<file path="config.mk">
export PLATFORM = sky130hd
export DESIGN_NAME = shift_register_universal_flat
export DESIGN_NICKNAME = d
export VERILOG_FILES = /design/src/rtl/shift_register_universal_if.sv /design/src/rtl/shift_register_universal.sv /design/src/flat_wrapper.sv
export SDC_FILE = /design/constraint.sdc
export NUM_CORES = 1
export LEC_CHECK = 0
export CORE_UTILIZATION = 45
export CTS_BUF_LIST = sky130_fd_sc_hd__clkbuf_4
export CTS_CLUSTER_SIZE = 12
export DETAILED_ROUTE_END_ITERATION = 12
export GPL_TIMING_DRIVEN = 0
export PLACE_DENSITY = 0.74
export SLEW_MARGIN = 20
export SYNTH_ARGS = -nofsm -noshare
export SYNTH_HDL_FRONTEND = slang
export SYNTH_SLANG_ARGS = --single-unit
</file>
<file path="constraint.sdc">
create_clock -name clk -period 6.59 [get_ports clk]
set_input_delay 1.977 -clock clk [delete_from_list [all_inputs] [get_ports clk]]
set_output_delay 1.977 -clock clk [all_outputs]
set_load 0.1 [all_outputs]
</file>
<file path="src/rtl/shift_register_universal_if.sv">
// Operand-register bus: control and data from the datapath, register contents and flags back.
interface shift_register_universal_if #(
  parameter int unsigned WIDTH = 8
);
  localparam int unsigned SHW = $clog2(WIDTH);

  logic             en;
  logic [2:0]       mode;
  logic [SHW-1:0]   shamt;
  logic             ser_in;
  logic [WIDTH-1:0] d;
  logic [WIDTH-1:0] q;
  logic             carry_out;
  logic             zero;

  // Datapath side: issues operations, observes the register.
  modport master (
    output en, mode, shamt, ser_in, d,
    input  q, carry_out, zero
  );

  // Register side.
  modport slave (
    input  en, mode, shamt, ser_in, d,
    output q, carry_out, zero
  );
endinterface

</file>
<file path="src/rtl/shift_register_universal.sv">
// Universal operand/result register: load, clear, shift, rotate and arithmetic shift right
// by a variable amount in one clock, with registered carry-out and a combinational zero flag.
module shift_register_universal #(
  parameter int unsigned      WIDTH     = 8,
  parameter logic [WIDTH-1:0] RESET_VAL = '0
) (
  input logic                        clk,
  input logic                        rst_n,
  shift_register_universal_if.slave  bus
);
  localparam int unsigned SHW = $clog2(WIDTH);

  typedef enum logic [2:0] {
    ModeHold  = 3'b000,
    ModeLoad  = 3'b001,
    ModeShl   = 3'b010,
    ModeShr   = 3'b011,
    ModeRol   = 3'b100,
    ModeRor   = 3'b101,
    ModeAsr   = 3'b110,
    ModeClear = 3'b111
  } mode_e;

  logic [WIDTH-1:0] q_q, q_d;
  logic             carry_q, carry_d;

  mode_e            mode;
  int unsigned      amt;
  logic             shift_ok;
  logic [SHW-1:0]   hi_idx;
  logic [SHW-1:0]   lo_idx;
  logic [WIDTH-1:0] ones;
  logic [WIDTH-1:0] lo_fill;
  logic [WIDTH-1:0] hi_fill;
  logic [WIDTH-1:0] sign_fill;

  // Decode the shift amount; out-of-range amounts (non power-of-2 widths) behave as zero.
  always_comb begin
    mode      = mode_e'(bus.mode);
    amt       = 32'(bus.shamt);
    shift_ok  = (amt != 0) && (amt < WIDTH);
    // Bit positions that leave the register for left and right moves respectively.
    hi_idx    = SHW'(WIDTH - amt);
    lo_idx    = SHW'(amt - 1);
    ones      = '1;
    lo_fill   = bus.ser_in ? ~(ones << amt) : '0;
    hi_fill   = bus.ser_in ? ~(ones >> amt) : '0;
    sign_fill = q_q[WIDTH-1] ? ~(ones >> amt) : '0;
  end

  // Next-state selection; hold is the default for every path not named below.
  always_comb begin
    q_d     = q_q;
    carry_d = carry_q;
    if (bus.en) begin
      case (mode)
        ModeHold: begin
          q_d     = q_q;
          carry_d = carry_q;
        end
        ModeLoad: begin
          q_d     = bus.d;
          carry_d = 1'b0;
        end
        ModeShl: begin
          if (shift_ok) begin
            q_d     = (q_q << amt) | lo_fill;
            carry_d = q_q[hi_idx];
          end
        end
        ModeShr: begin
          if (shift_ok) begin
            q_d     = (q_q >> amt) | hi_fill;
            carry_d = q_q[lo_idx];
          end
        end
        ModeRol: begin
          if (shift_ok) begin
            q_d     = (q_q << amt) | (q_q >> (WIDTH - amt));
            carry_d = q_q[hi_idx];
          end
        end
        ModeRor: begin
          if (shift_ok) begin
            q_d     = (q_q >> amt) | (q_q << (WIDTH - amt));
            carry_d = q_q[lo_idx];
          end
        end
        ModeAsr: begin
          if (shift_ok) begin
            q_d     = (q_q >> amt) | sign_fill;
            carry_d = q_q[lo_idx];
          end
        end
        ModeClear: begin
          q_d     = '0;
          carry_d = 1'b0;
        end
        default: begin
          q_d     = q_q;
          carry_d = carry_q;
        end
      endcase
    end
  end

  // State register with synchronous active-low reset taking priority over any operation.
  always_ff @(posedge clk) begin
    if (!rst_n) begin
      q_q     <= RESET_VAL;
      carry_q <= 1'b0;
    end else begin
      q_q     <= q_d;
      carry_q <= carry_d;
    end
  end

  // Zero flag is derived straight from the register so it tracks Q in the same cycle.
  always_comb begin
    bus.q         = q_q;
    bus.carry_out = carry_q;
    bus.zero      = (q_q == '0);
  end
endmodule

</file>
<file path="src/flat_wrapper.sv">
// flat-port wrapper written by rule: the top's interface ports become plain ports
module shift_register_universal_flat 
#(
  parameter int unsigned      WIDTH     = 8,
  parameter logic [WIDTH-1:0] RESET_VAL = '0
)
  (clk, rst_n, bus_en, bus_mode, bus_shamt, bus_ser_in, bus_d, bus_q, bus_carry_out, bus_zero);
  shift_register_universal_if #(.WIDTH(WIDTH)) bus_i ();
  input logic clk;
  input logic rst_n;
  input wire logic [$bits(bus_i.en)-1:0] bus_en;
  input wire logic [$bits(bus_i.mode)-1:0] bus_mode;
  input wire logic [$bits(bus_i.shamt)-1:0] bus_shamt;
  input wire logic [$bits(bus_i.ser_in)-1:0] bus_ser_in;
  input wire logic [$bits(bus_i.d)-1:0] bus_d;
  output wire logic [$bits(bus_i.q)-1:0] bus_q;
  output wire logic [$bits(bus_i.carry_out)-1:0] bus_carry_out;
  output wire logic [$bits(bus_i.zero)-1:0] bus_zero;
  assign bus_i.en = bus_en;
  assign bus_i.mode = bus_mode;
  assign bus_i.shamt = bus_shamt;
  assign bus_i.ser_in = bus_ser_in;
  assign bus_i.d = bus_d;
  assign bus_q = bus_i.q;
  assign bus_carry_out = bus_i.carry_out;
  assign bus_zero = bus_i.zero;
  shift_register_universal #(.WIDTH(WIDTH), .RESET_VAL(RESET_VAL)) u_core (.clk(clk), .rst_n(rst_n), .bus(bus_i));
endmodule
</file>
==> impl_metrics.tcl <==
set metrics [dict create \
    status "completed" \
    comb_power_share 0.648 \
    ys.flop_type "dfxtp_1" \
    path_class "input port to register" \
    switching_share 0.495 \
    postLayoutCellArea_um2 2170 \
    grt_overflow 0 \
    initial_core_util 0.482 \
    hold_class "register to register" \
    hold_buffers 0 \
    dieWidth_um 65.6 \
    via_per_inst 6.61 \
    placed_cell_area_um2 2140 \
    antenna_cells 0 \
    rsz0062_at_grt "false" \
    cts_buffers 3 \
    die-height_um 65.6 \
    r2r-start "u_core.bus.q[5]" \
    dpl.cell_count 327 \
    power_density_nw_per_um2 143 \
    cts_max_path_buffers 2 \
    synthDistinctLibCells 53 \
    syn_inst 253 \
    relSlewSlack 0.350 \
    antenna_found_initial 0 \
    crit_path_start "bus_shamt[0]" \
    portBuffers 26 \
    cts-root-buf "clkbuf_4" \
    drv_slew 0 \
    areaGrowthSynthToFinish_pct 19.3 \
    hold_depth 2 \
    reg2reg_depth 7 \
    core_um2 3770 \
    worstMarginPinSlew_ns 0.971 \
    synth_area_per_cell_um2 7.19 \
    cts_setup_buffers 0 \
    stdcell_count 331 \
    layout_common_cells "26 x a21oi_1, 26 x clkdlybuf4s50_1, 25 x nand2_1" \
    synth-seq-area-share 0.0991 \
    cts_max_level 1 \
    synthTopCellsByArea "dfxtp_1 9.9%, mux2i_1 9.9%, mux4_2 9.9%" \
    worstPathRequired_ns 6.71 \
    clk_latency_ns 0.26 \
    hold_slack_ns 0.563 \
    ys_warn_count 0 \
    cts_resized 0 \
    period_share 0.866 \
    p_clk_frac 0.145 \
    fin_skew_ns 0.000973 \
    hold_path_end "u_core.bus.carry_out" \
    grt_pass1_vias 1993 \
    cp.arrival_ns 5.82 \
    maxCapViolCount 0 \
    clk_pin_slew_ns 0.05 \
    r2r_slack_ns 4.38 \
    total_power_w 0.000310 \
    fin_setup_tns_ns 0 \
    via_count 2188 \
    period_minus_slack_ns 5.70 \
    end_kind "register" \
    die_area_um2 4300 \
    dp_hpwl_mm 4.67 \
    cp-start-kind "input port" \
    p_int_w 0.000157 \
    netlist_area_um2 1820 \
    synthesis.nets 275 \
    ir_worst_vdd_v 0.000116 \
    grt_pass1_wl_mm 10.1 \
    yosysTopAreaCell "dfxtp_1" \
    grt_usage 0.309 \
    drt_iter0_drc 233 \
    grt_max_degree 12 \
    max_freq_mhz 175 \
    power.share.sequential 0.207 \
    synth_edf_count 0 \
    io_pins 28 \
    synthArstFlopShare 0 \
    cts_tree "done" \
    p_sw_w 0.000154 \
    setup_viol 0 \
    synth_seq_cells 9 \
    clock-sinks 9 \
    yosys.area.top_type_share 0.0991 \
    cp_max_fo 11 \
    route.detailed.drc 0 \
    totalWireLength_mm 6.28 \
    core.rowCount 22 \
    min_from "u_core.bus.carry_out" \
    gp_congestion 0.978 \
    final_nets 306 \
    wl_per_cell_um 19.0 \
    finalHoldViolCount 0 \
    ant_nets 0 \
    p_leak_nw 0.812 \
    firstDrtPassIters 5 \
    r2r-end "u_core.bus.q[1]" \
    drive_gt1_frac 0.102 \
]
[cell type report]
| type | count | area [um^2] |
|---|---|---|
| Inverter | 8 | 30.0 |
| Buffer | 29 | 123 |
| Clock buffer | 4 | 30.0 |
| Sequential cell | 9 | 180 |
| Tap cell | 48 | 60.1 |
| Timing Repair Buffer | 26 | 260 |
| Multi-Input combinational cell | 207 | 1490 |
| Fill cell | 373 | 1600 |
[flip-flops by register name, indices dropped and copies added, names as in the netlist]
| name | count |
|---|---|
| u_core.bus.carry_out | 1 |
| u_core.bus.q | 8 |
[power groups by stage]
stage / Clock, W / Combinational (W) / Sequential (W)
floorplan: 0 / 0.000112 / 0.0000953
global placement: 0 / 0.000198 / 0.0000650
detailed placement: 0 / 0.000196 / 0.0000654
CTS: 0.0000478 / 0.000197 / 0.0000641
global route: 0.0000495 / 0.000213 / 0.0000649
finish: 0.0000451 / 0.000201 / 0.0000641
[Yosys cell counts (3+ instances only)]
cell	n
a21oi_1	26
nand2_1	25
o21ai_0	23
nor2_1	21
clkbuf_1	19
mux2i_1	18
dfxtp_1	9
inv_1	8
mux4_2	8
nand2b_1	8
buf_2	6
a221oi_1	5
a31oi_1	5
nor3_1	5
a2111oi_0	4
ha_1	4
mux2_2	4
nand3_1	4
and2_1	3
o22a_1	3
o22ai_1	3
or4_1	3
[worst max path at each step]
stage / endpoint
global placement: u_core.bus.q[5]
detailed placement: u_core.bus.q[7]
global route: u_core.bus.q[7]
floorplan: u_core.bus.q[7]
finish: u_core.bus.q[7]
CTS: u_core.bus.q[7]
[worst max-delay path, cell delays in order]
cell	delay [ns]
clkdlybuf4s50_1	0.42
clkbuf_2	0.19
buf_2	0.23
inv_1	0.17
clkbuf_1	0.48
ha_1	0.25
inv_1	0.04
ha_1	0.37
buf_2	0.29
mux4_2	0.54
mux2i_1	0.23
nor2_1	0.06
a2111oi_0	0.43
a221oi_1	0.15
[cells by family after synthesis]
logic type	after synthesis	synth area share
AND/OR/NAND/NOR	81	0.220
adder cells (fa/ha/maj)	4	0.0275
buffers and inverters	37	0.0840
AO/OA/AOI/OAI	89	0.313
XOR/XNOR	1	0.00482
flip-flops	9	0.0991
multiplexers	32	0.252
[through the flow]
step / util / worst slack (ns)
after floorplan: - / 1.82
after global routing: 0.575 / 0.643
after detailed placement: 0.567 / 0.708
after global placement: 0.567 / 0.683
final: 0.575 / 0.885
after CTS: 0.575 / 0.968
[per-layer routing]
layer	share of wire	track usage	vias up	routed length [um]
met1	0.43	0.425	1030	2710
li1	-	-	1017	-
met3	0.099	0.0365	20	624
met2	0.44	0.476	121	2770
met4	0.028	0.147	0	178
met5	0	0	-	0
Power figures use the tool's default switching activity.
